[src/rtl/operand_bypass_latch.sv]
// ID/EX latch with operand bypass and load-use interlock.
// Ports: CLK/nRST clock and sync active-low reset; ID_* decode slot
// inputs; EX_/MEM_* hazard-unit forward sources; freeze/flush
// pipeline control; EX_* registered outputs; stall_id combinational
// PC/IF-ID hold; bubble_count saturating load-use bubble counter.
module operand_bypass_latch (
    input  logic        CLK,
    input  logic        nRST,
    input  logic [31:0] ID_instruction,
    input  logic        ID_valid,
    input  logic [31:0] ID_rdat1,
    input  logic [31:0] ID_rdat2,
    input  logic [4:0]  EX_reg,
    input  logic [4:0]  MEM_reg,
    input  logic        EX_forward,
    input  logic        MEM_forward,
    input  logic        EX_is_load,
    input  logic [31:0] EX_result,
    input  logic [31:0] MEM_result,
    input  logic        freeze,
    input  logic        flush,
    output logic [31:0] EX_instruction_out,
    output logic        EX_valid,
    output logic [31:0] EX_opA,
    output logic [31:0] EX_opB,
    output logic        stall_id,
    output logic [15:0] bubble_count
);

    typedef enum logic {RUN, LU_STALL} state_e;

    state_e      state_q, state_d;
    logic [31:0] instr_q, instr_d;
    logic        valid_q, valid_d;
    logic [31:0] opa_q, opa_d;
    logic [31:0] opb_q, opb_d;
    logic [15:0] cnt_q, cnt_d;

    logic [5:0]  opcode;
    logic [4:0]  rs;
    logic [4:0]  rt;
    logic        use_rs;
    logic        use_rt;
    logic        hz;
    logic        hz_run;
    logic [31:0] byp_a;
    logic [31:0] byp_b;

    assign opcode = ID_instruction[31:26];
    assign rs     = ID_instruction[25:21];
    assign rt     = ID_instruction[20:16];

    assign use_rs = !(opcode == 6'h02 || opcode == 6'h03 ||
                      opcode == 6'h0F);
    assign use_rt = (opcode == 6'h00 || opcode == 6'h04 ||
                     opcode == 6'h05 || opcode == 6'h2B);

    // A load in EX cannot forward yet; its value only exists from MEM.
    function automatic logic [31:0] bypass(
        input logic [4:0]  r,
        input logic [31:0] d,
        input logic        used
    );
        logic [31:0] v;
        v = d;
        if (used && r != 5'd0) begin
            if (EX_forward && EX_reg == r && !EX_is_load)
                v = EX_result;
            else if (MEM_forward && MEM_reg == r)
                v = MEM_result;
        end
        return v;
    endfunction

    assign byp_a = bypass(rs, ID_rdat1, use_rs);
    assign byp_b = bypass(rt, ID_rdat2, use_rt);

    assign hz = ID_valid && EX_forward && EX_is_load &&
                EX_reg != 5'd0 &&
                ((use_rs && EX_reg == rs) ||
                 (use_rt && EX_reg == rt));

    // In LU_STALL the EX slot holds our own bubble, so any
    // apparent hazard there is spurious and ignored.
    assign hz_run   = hz && (state_q == RUN);
    assign stall_id = hz_run && !flush;

    always_comb begin
        state_d = state_q;
        instr_d = instr_q;
        valid_d = valid_q;
        opa_d   = opa_q;
        opb_d   = opb_q;
        cnt_d   = cnt_q;
        if (freeze) begin
            state_d = state_q;
        end else if (flush) begin
            state_d = RUN;
            instr_d = '0;
            valid_d = 1'b0;
            opa_d   = '0;
            opb_d   = '0;
        end else if (hz_run) begin
            state_d = LU_STALL;
            instr_d = '0;
            valid_d = 1'b0;
            opa_d   = '0;
            opb_d   = '0;
            if (cnt_q != 16'hFFFF)
                cnt_d = cnt_q + 16'd1;
        end else if (ID_valid) begin
            state_d = RUN;
            instr_d = ID_instruction;
            valid_d = 1'b1;
            opa_d   = byp_a;
            opb_d   = byp_b;
        end else begin
            state_d = RUN;
            instr_d = '0;
            valid_d = 1'b0;
            opa_d   = '0;
            opb_d   = '0;
        end
    end

    always_ff @(posedge CLK) begin
        if (!nRST) begin
            state_q <= RUN;
            instr_q <= '0;
            valid_q <= 1'b0;
            opa_q   <= '0;
            opb_q   <= '0;
            cnt_q   <= '0;
        end else begin
            state_q <= state_d;
            instr_q <= instr_d;
            valid_q <= valid_d;
            opa_q   <= opa_d;
            opb_q   <= opb_d;
            cnt_q   <= cnt_d;
        end
    end

    assign EX_instruction_out = instr_q;
    assign EX_valid           = valid_q;
    assign EX_opA             = opa_q;
    assign EX_opB             = opb_q;
    assign bubble_count       = cnt_q;

endmodule
[config.mk]
export PLATFORM = sky130hd
export DESIGN_NAME = operand_bypass_latch
export DESIGN_NICKNAME = d
export VERILOG_FILES = /design/src/rtl/operand_bypass_latch.sv
export SDC_FILE = /design/constraint.sdc
export NUM_CORES = 1
export LEC_CHECK = 0
export ABC_CLOCK_PERIOD_IN_PS = 3900
export BUFFER_PORTS_ARGS = -buffer_cell sky130_fd_sc_hd__buf_4
export CAP_MARGIN = 20
export CORE_MARGIN = 10
export CORE_UTILIZATION = 50
export CTS_CLUSTER_SIZE = 10
export DETAILED_ROUTE_END_ITERATION = 16
export GPL_TIMING_DRIVEN = 0
export PLACE_DENSITY = 0.88
export SETUP_SLACK_MARGIN = 0.15
export SLEW_MARGIN = 25
export SYNTH_ARGS = -nofsm -noshare
export SYNTH_HDL_FRONTEND = slang
export SYNTH_SLANG_ARGS = --single-unit
[constraint.sdc]
create_clock -name CLK -period 3.9 [get_ports CLK]
set_clock_uncertainty 0.05 [all_clocks]
set_input_delay 0.78 -clock CLK [delete_from_list [all_inputs] [get_ports CLK]]
set_output_delay 0.78 -clock CLK [all_outputs]
set_load 0.005 [all_outputs]
==> reports/qor_table.md <==
| Item | Value | Unit |
| --- | --- | --- |
| Outcome | completed | - |
| Area growth, synth to finish | 50.81 | % |
| P_int | 2.612 | mW |
| Post-Syn Instances | 780 | - |
| Synthesized netlist net count | 959 | - |
| Sequential fraction of the synthesis area | 38.10 | % |
| Core area | 0.01156 | mm^2 |
| Root buf cell | clkbuf_16 | - |
| NumNets Final | 1,269 | - |
| Critical Path Fanout Max | 10 | - |
| Clk sinks | 114 | - |
| Share of the synthesized area in the top cell type | 38.10 | % |
| Main flop type after synthesis | dfxtp_1 | - |
| Fin. Hold Viols | 0 | - |
| DP Wirelength | 19.76 | mm |
| Switching share of power | 24.11 | % |
| Reg-to-reg endpoint | EX_opB[26] | - |
| Total track usage | 29.44 | % |
| Detail-routed net length per standard cell | 20.89 | um |
| Maximum clock rate | 0.2946 | GHz |
| Global-route wire length before repair | 38.88 | mm |
| Number of violations of the max-capacitance limit | 0 | - |
| Number of search-and-repair iterations in the first detailed-routing pass | 6 | - |
| Summed instance area of the synthesized netlist | 0.005991 | mm^2 |
| Worst vdd rail ir drop | 0.2955 | mV |
| Combinational group share of total power | 12.3 | % |
| Data arrival at the endpoint of the critical path | 2560 | ps |
| Clock tree buffer depth | 2 | - |
| Average vias per placed instance | 5.892 | - |
| Cell area power density | 380.9 | mW/mm^2 |
| Worst min-delay path endpoint | EX_opB[27] | - |
| Number of buffers created by CTS | 17 | - |
| Total Routed Length | 26.02 | mm |
| Sequential group share of total power | 34.9 | % |
| Kind of start point of the critical path | input pin | - |
| Starting utilization of the core area | 51.80 | % |
| Final Slew Violations | 0 | - |
| Compound-cell area share of the yosys netlist | 27.13 | % |
| Most common cell after layout, fill and taps aside | buf_4 | - |
| Post-synthesis share of cell area spent on and, or, nand and nor gates | 21.49 | % |
| R2r worst-path depth | 7 | - |
| Main area contributors after synthesis | dfxtp_1 (38%), nand2_1 (7.5%), a22o_1 (4.7%) | - |
| Count of buffers inserted at the top-level ports | 291 | - |
| # DRC | 0 | - |
| Cell type with the largest total area after synthesis | dfxtp_1 | - |
| Antenna diode instance count | 0 | - |
| Arithmetic-cell share of the synthesized area counting full adders, half adders and majority gates | 0.2089 | % |
| Hold Buf Count CTS | 0 | - |
| Die Outline Area | 0.01676 | mm^2 |
| Power Total | 3.442 | mW |
| Clock-pin slew reported for the worst setup and hold paths after clock tree synthesis | 60 | ps |
| Endpoint kind of the worst setup timing path | output port | - |
| Commonest non-fill, non-tap cells in the layout | buf_4 (294), nand2_1 (119), dfxtp_1 (114) | - |
| Pin count of the biggest net entering global routing | 17 | - |
| Count of nets left with antenna violations after detail routing | 0 | - |
| Number of resized instances in the post-cts repair step | 0 | - |
| Yosys warning total | 0 | - |
| Top-level port count | 292 | - |
| Worst setup slack for register-to-register paths | 1430 | ps |
| Lkg Pwr | 3.945 | nW |
| Unrepaired setup endpoints after global routing | false | - |
| Fraction of final layout cells with drive strength greater than 1 | 30.73 | % |
| EDFF count, synth | 0 | - |
| Hold path startpoint | EX_opB[27] | - |
| Number of global-route vias before repair | 7,134 | - |
| Fraction of synthesized cell area in xor and xnor cells | 2.924 | % |
| Routed vias | 7,341 | - |
| Avg Cell Area, Syn | 7.680 | um^2 |
| Standard-cell rows | 39 | - |
| Residual overflow from global routing | 0 | - |
| CTS tree | yes | - |
| Height of the die | 129.5 | um |
| Seq cells post-synth | 114 | - |
| RD Place Congestion | 0.9457 | - |
| Buffers inserted by post-CTS timing repair | 0 | - |
| Worst Hold Class | flop to flop | - |
| Number of cells traversed by the worst hold path | 2 | - |
| Initial antenna violation count | 0 | - |
| Level count of the clock H-tree | 4 | - |
| Mux cell area share after synthesis | 1.671 | % |
| Critical path class | input pin to output port | - |
| Setup total negative slack | 0 | ps |
| Sw Pwr | 0.8296 | mW |
| Worst R2R Start | state_q | - |
| Slew @ Worst Pin | 783.4 | ps |
| Count of unique library cells instantiated by Yosys | 46 | - |
| Die width | 129.5 | um |
| Utilization of the core after routing | 78.12 | % |
| CP Data Required Time | 3070 | ps |
| FFs w/ async S/R, synth | 0 | % |
| Clock latency at the later pin of the worst-skew pair | 430 | ps |
| Violation count after the first detailed-route iteration | 816 | - |
| Final critical-path required period | 3394 | ps |
| Endpoints failing setup | 0 | - |
| Post-route fraction of the period consumed by the critical path | 87.03 | % |
| Main combinational cell family by area after synthesis | compound AO/OA/AOI/OAI gates | - |
| Relative slew slack | 46.42 | % |
| Clock network fraction of design power | 52.7 | % |
==> layout make-up <==
class	count	area (um^2)
clock inverters	15	255.2
well taps	143	178.9
repair buffers	291	2185
flip-flops and latches	114	2282
plain buffers	67	267.8
inverters	64	240.2
clock buffers	17	425.4
fillers	873	2530
multi-input cells	535	3201
==> worst max-delay path, stage by stage <==
cell	delay (ps)
buf_4	130
xnor2_1	150
nand3_1	340
nor4_2	430
a21oi_2	180
clkbuf_1	260
nor2_1	160
buf_4	130
==> routing by layer <==
metal	global-route usage [%]	part of all wire, %	up-vias
met5	0	0	-
met4	11.44	2.8	0
met3	10.48	12	73
met2	50.94	49	458
met1	32.51	36	3367
li1	-	-	3443
==> worst max-delay path by stage <==
stage / slack, ps / startpoint / endpoint / cells after the start
after floorplan: 1170 / ID_instruction[28] / stall_id / 6
after global placement: 580 / EX_reg[1] / stall_id / 8
after detailed placement: 580 / EX_reg[1] / stall_id / 8
after CTS: 550 / EX_reg[1] / stall_id / 8
after global routing: 350 / EX_reg[3] / stall_id / 8
final: 510 / EX_reg[4] / stall_id / 8
==> power by group through the flow <==
stage	Sequential (mW)	Combinational (mW)	Clock (mW)
floorplan	1.23	0.159	0
global placement	1.23	0.407	0
detailed placement	1.23	0.413	0
CTS	1.20	0.418	1.81
global route	1.20	0.454	1.86
finish	1.20	0.425	1.81
==> synthesized netlist by cell type, types with 2 or more instances <==
cell and n:
nand2_1 119, dfxtp_1 114, inv_1 64, clkbuf_1 60, o21ai_0 56, nand3_1 39, a21oi_1 33, nor4_1 33
a22o_1 32, a31oi_1 32, o22ai_1 32, a2bb2oi_1 31, xnor2_1 14, nand2b_1 13, o21ai_1 12, nor3_1 11
mux2i_1 10, nand4_1 8, and3_1 7, nor2_1 7, xor2_1 6, a21boi_1 5, or4_1 5, buf_2 4
or3_1 4, buf_4 3, nor4_2 3, o31ai_1 3, a21oi_2 2, nor2b_1 2
==> registers in the layout (all words and copies together), names as in the netlist <==
| register | count |
|---|---|
| EX_opA | 32 |
| state_q | 1 |
| EX_valid | 1 |
| bubble_count | 16 |
| EX_opB | 32 |
| EX_instruction_out | 32 |
==> kinds of logic after synthesis <==
kind of cell    after synthesis
xor+xnor                     20
buf+inv                     131
simple gates                256
flops                       114
fa+ha+maj                     1
compound gates              248
mux                          10
==> per-stage QoR <==
stage | area [um^2] | instances | worst slack, ps | hold WS (ps)
2_1_floorplan | 5991 | 780 | 1166 | 395.2
3_3_place_gp | 8354 | 1214 | 584.5 | 385.4
4_1_cts | 9035 | 1246 | 546.9 | 401.7
5_1_grt | 9035 | 1246 | 345.1 | 419.4
6_report | 9035 | 1246 | 505.8 | 405.5
3_5_place_dp | 8354 | 1214 | 580.0 | 393.8
Power figures use the tool's default switching activity.
